**config.mk**
```make
export PLATFORM = sky130hd
export DESIGN_NAME = ass_cpu
export DESIGN_NICKNAME = d
export VERILOG_FILES = /design/src/rtl/ass_cpu.sv
export SDC_FILE = /design/constraint.sdc
export NUM_CORES = 1
export LEC_CHECK = 0
export BUFFER_PORTS_ARGS = -buffer_cell sky130_fd_sc_hd__buf_4
export CAP_MARGIN = 10
export CELL_PAD_IN_SITES_DETAIL_PLACEMENT = 0
export CELL_PAD_IN_SITES_GLOBAL_PLACEMENT = 2
export CORE_MARGIN = 2
export CORE_UTILIZATION = 34
export DETAILED_ROUTE_END_ITERATION = 10
export PLACE_DENSITY = 0.85
export REMOVE_ABC_BUFFERS = 1
export SETUP_SLACK_MARGIN = 0.1
export SLEW_MARGIN = 20
export SYNTH_ARGS = -nofsm -noshare
export SYNTH_HDL_FRONTEND = slang
export SYNTH_SLANG_ARGS = --single-unit
export TNS_END_PERCENT = 100
```
**constraint.sdc**
```tcl
create_clock -name clkCPU -period 2.1 [get_ports clkCPU]
set_input_delay 0.21 -clock clkCPU [delete_from_list [all_inputs] [get_ports clkCPU]]
set_output_delay 0.21 -clock clkCPU [all_outputs]
set_load 0.1 [all_outputs]
```
**src/rtl/ass_cpu.sv**
```systemverilog
// Two-channel CPU-side master that streams 16-bit words to two peripherals
// over independent four-phase req/ack handshakes with parity-tagged transfers.
module ass_cpu #(
  parameter int unsigned SYNC_STAGES = 2,
  parameter logic [15:0] DATA1_INIT  = 16'h0000,
  parameter logic [15:0] DATA2_INIT  = 16'h8000,
  parameter logic [15:0] DATA_STEP   = 16'h0001,
  parameter int unsigned TIMEOUT     = 64
) (
  input  logic        clkCPU,
  input  logic        rstCPU,
  input  logic [1:0]  inAck1,
  input  logic [1:0]  inAck2,
  output logic [1:0]  outSend1,
  output logic [1:0]  outSend2,
  output logic [15:0] outData1,
  output logic [15:0] outData2
);

  localparam int unsigned CntW = $clog2(TIMEOUT + 1);
  localparam logic [CntW-1:0] CntMax = CntW'(TIMEOUT - 1);

  typedef enum logic [1:0] {StIdle, StReq, StRel} stateT;

  logic [1:0]  sendArr [2];
  logic [15:0] dataArr [2];

  assign outSend1 = sendArr[0];
  assign outSend2 = sendArr[1];
  assign outData1 = dataArr[0];
  assign outData2 = dataArr[1];

  for (genvar ch = 0; ch < 2; ch++) begin : genCh
    localparam logic [15:0] DataInit = (ch == 0) ? DATA1_INIT : DATA2_INIT;

    logic [1:0]                   ackIn;
    logic [SYNC_STAGES-1:0][1:0]  syncQ;
    logic [1:0]                   syncAck;
    stateT                        stateQ, stateD;
    logic [15:0]                  dataQ, dataD;
    logic                         parityQ, parityD;
    logic                         doneQ, doneD;
    logic [CntW-1:0]              cntQ, cntD;
    logic [1:0]                   sendQ, sendD;

    assign ackIn   = (ch == 0) ? inAck1 : inAck2;
    assign syncAck = syncQ[SYNC_STAGES-1];

    always_comb begin
      stateD  = stateQ;
      dataD   = dataQ;
      parityD = parityQ;
      doneD   = doneQ;
      cntD    = cntQ;
      unique case (stateQ)
        StIdle: stateD = StReq;
        StReq: begin
          // Only an ack echoing the current parity counts; anything else waits.
          if (syncAck == {parityQ, 1'b1}) begin
            stateD = StRel;
            doneD  = 1'b1;
            cntD   = '0;
          end else if (cntQ == CntMax) begin
            stateD = StRel;
            doneD  = 1'b0;
            cntD   = '0;
          end else begin
            cntD = cntQ + CntW'(1);
          end
        end
        StRel: begin
          if (!syncAck[0]) begin
            stateD = StIdle;
            if (doneQ) begin
              dataD   = dataQ + DATA_STEP;
              parityD = ~parityQ;
            end
          end
        end
        default: stateD = StIdle;
      endcase
      // Registered output built from next-state values, so it tracks the state.
      sendD = {parityD, stateD == StReq};
    end

    always_ff @(posedge clkCPU) begin
      if (!rstCPU) begin
        syncQ   <= '0;
        stateQ  <= StIdle;
        dataQ   <= DataInit;
        parityQ <= 1'b0;
        doneQ   <= 1'b0;
        cntQ    <= '0;
        sendQ   <= 2'b00;
      end else begin
        syncQ   <= {syncQ[SYNC_STAGES-2:0], ackIn};
        stateQ  <= stateD;
        dataQ   <= dataD;
        parityQ <= parityD;
        doneQ   <= doneD;
        cntQ    <= cntD;
        sendQ   <= sendD;
      end
    end

    assign sendArr[ch] = sendQ;
    assign dataArr[ch] = dataQ;
  end

endmodule

```
==> run_results.csv <==
group,metric,value,unit
clock_network,worstSkewPairLatency,0.33,ns
timing,clock_skew,0.00800,ns
die,ios,42,
yosys,async_reset_ff_share,0,%
worst_setup_path,rrSetupSlack,0.40,ns
worst_setup_path,critPathLaunchType,"register",
clock_network,cts_hold_buf,0,
die,design.die.area,8690,um2
yosys,ys_types,40,
power_and_ir_drop,leakagePower,1.29,nW
place,dp_hpwl,3.73,mm
yosys,synth_top_area_cell,"dfxtp_1",
grt,gr-total-overflow,0,
yosys,synth_edf_count,0,
clock_network,clkSinkCount,64,
timing,fin_crit_sh,80.8,%
clock_network,clockBufferDepth,2,
detailed_routing,drt_iter0_drc,52,
min_path,hp-class,"in2reg",
worst_setup_path,critPathMaxFanout,5,
timing,fin_ws,0.404,ns
grt,grt_pass1_wl,9.06,mm
yosys,synthFlopType,"dfxtp_1",
worst_setup_path,ff2ff_path_depth,5,
yosys,synthesis.area_per_instance,9.23,um2
detailed_routing,num_vias,2113,
clock_network,post_cts_buffers,0,
detailed_routing,drc_errors,0,
worst_setup_path,crit_end,"outData1[14]",
grt,grt_pass1_vias,1976,
worst_setup_path,worstReg2RegStart,"outData1[0]",
final_layout,multiInputGateArea,1340,um2
detailed_routing,viasPerCell,4.79,
timing,setup_viol,0,
die,placementRows,32,
final_layout,antenna_cells,0,
worst_setup_path,arrival,1.97,ns
clock_network,ctsResizeCount,0,
power_and_ir_drop,power.density,762,nW/um2
clock_network,cts_tree,"built",
final_layout,n_fill_cell,785,
detailed_routing,ant_nets,0,
die,dieHeight,93.2,um
outcome,outcome,"finished, final reports clean",
clock_network,numCtsBuffers,9,
yosys,ys_seq_area_share,47.4,%
yosys,synth_area_leaders,"dfxtp_1 47%, xor2_1 5.5%, nor2_1 4.7%",
timing,rsz0062_at_grt,"no",
power_and_ir_drop,ir_drop,361,uV
clock_network,clk_pin_slew,0.07,ns
timing,fin_tns_setup,0,ns
grt,grt_max_degree,26,
worst_setup_path,timing.rr.end,"outData1[14]",
final_layout,syn2layout_area_growth,22.1,%
worst_setup_path,critPathLaunch,"outData1[0]",
timing,fmax,0.589,GHz
final_layout,drive_gt1_share,19.2,%
grt,globalRouteTotalUtil,13.3,%
min_path,min_from,"inAck2[1]",
grt,antenna_found_initial,0,
worst_setup_path,crit_path_end_kind,"register",
yosys,synth_common_cells,"64 x dfxtp_1, 34 x nor2_1, 27 x nand2_1, 17 x xor2_1, 16 x a21oi_1",
timing,hold_violations,0,
place,dpl_worst_slack,0.399,ns
detailed_routing,routedWlPerCell,11.9,um
clock_network,cts-root-buf,"clkbuf_8",
final_layout,regArea,1280,um2
worst_setup_path,worstSetupPathType,"reg2reg",
detailed_routing,wirelength,5.26,mm
timing,finalCriticalPeriod,1.70,ns
final_layout,nets,344,
clock_network,htreeDepth,3,
timing,drv_slew,0,
die,core_area,7730,um2
die,die_x,93.2,um
yosys,netlist_area,2710,um2
place,gp_congestion,0.754,
yosys,yosys.area.top_type_share,47.4,%
timing,max-slew-margin-rel,59.4,%
place,portBuffers,41,
job,drv_cap,0,
yosys,synth-seq-cells,64,
detailed_routing,firstDrtPassIters,5,
die,initial_core_util,35.0,%
yosys,yosysMostFrequentCell,"dfxtp_1",
worst_setup_path,worstPathRequired,2.37,ns
timing,tightest_slew,0.608,ns
yosys,yosys_warnings,0,
yosys,syn_inst,293,
-- where the power goes --
| group | switching (mW) | internal [mW] |
|---|---|---|
| registers | 0.0166 | 1.24 |
| clock network | 0.456 | 0.699 |
| logic | 0.0687 | 0.0403 |
| total | 0.541 | 1.98 |
-- stage by stage --
stage | power [mW] | util (%) | instance area (um2) | instances | hold slack, ns
2_1_floorplan | 1.36 | - | 2630 | 280 | 0.286
3_3_place_gp | 1.39 | 39.9 | 3080 | 425 | 0.414
3_5_place_dp | 1.39 | 39.9 | 3080 | 425 | 0.418
4_1_cts | 2.58 | 42.7 | 3300 | 441 | 0.0551
5_1_grt | 2.65 | 42.7 | 3300 | 441 | 0.0431
6_report | 2.52 | 42.7 | 3300 | 441 | 0.0782
-- cells in the final DEF, fill, tap and decap left out, types with 7 or more instances in the layout --
| cell | count |
|---|---|
| dfxtp_1 | 64 |
| a21oi_1 | 16 |
| nand4_1 | 10 |
| xnor2_1 | 13 |
| buf_4 | 43 |
| nand2_1 | 27 |
| nand3_1 | 15 |
| nor2_1 | 34 |
| clkbuf_8 | 10 |
| and3_1 | 7 |
| and2_1 | 11 |
| o21ai_0 | 11 |
| xor2_1 | 17 |
| or3_1 | 8 |
-- layer usage --
| layer | part of all wire (%) | wire length [um] | global-route usage, % |
|---|---|---|---|
| met1 | 47 | 2480 | 15.4 |
| met2 | 46 | 2410 | 21.4 |
| met3 | 5.9 | 312 | 6.53 |
| met4 | 1.0 | 55 | 4.41 |
| met5 | 0 | 0 | 0 |
-- registers in the layout (all words and copies together) (netlist names) --
register       flops
outData2          16
outData1          16
genCh.cntQ        14
genCh.syncQ        4
genCh.doneQ        2
outSend2           1
genCh.parityQ      2
outSend1           1
genCh.syncAck      4
genCh.stateQ       4
-- area by class of cell --
cell class | instances | share of cell area (%)
Tap cell | 102 | 3.87
Multi-Input combinational cell | 214 | 40.6
Clock inverter | 5 | 2.43
Timing Repair Buffer | 43 | 9.78
Sequential cell | 64 | 38.8
Inverter | 2 | 0.227
Clock buffer | 11 | 4.28
-- logic make-up after synthesis --
group,synth area share (%)
and+or+nand+nor,27.8
xor gates and xnor gates,9.71
buffers and inverters,3.05
AOI/OAI and AO/OA,8.79
DFF,47.4
muxes,1.48
adders and majority gates,1.85
-- worst max-delay path: stages, from the launching register on --
cell and delay [ns]:
dfxtp_1 0.45, ha_1 0.23, and4_1 0.26, nand4_1 0.20
or3_1 0.36, a21oi_1 0.14
-- how the worst min path moves through the flow --
stage / end / cells after the start / slack, ns
finish: genCh[1].syncQ[1] / 2 / 0.08
global route: genCh[1].syncQ[1] / 2 / 0.04
detailed placement: genCh[1].syncAck[1] / 1 / 0.42
CTS: genCh[1].syncQ[0] / 2 / 0.06
floorplan: outData2[15] / 1 / 0.29
global placement: genCh[1].syncAck[1] / 1 / 0.41
Note: power is estimated with default switching activity, not from simulation.
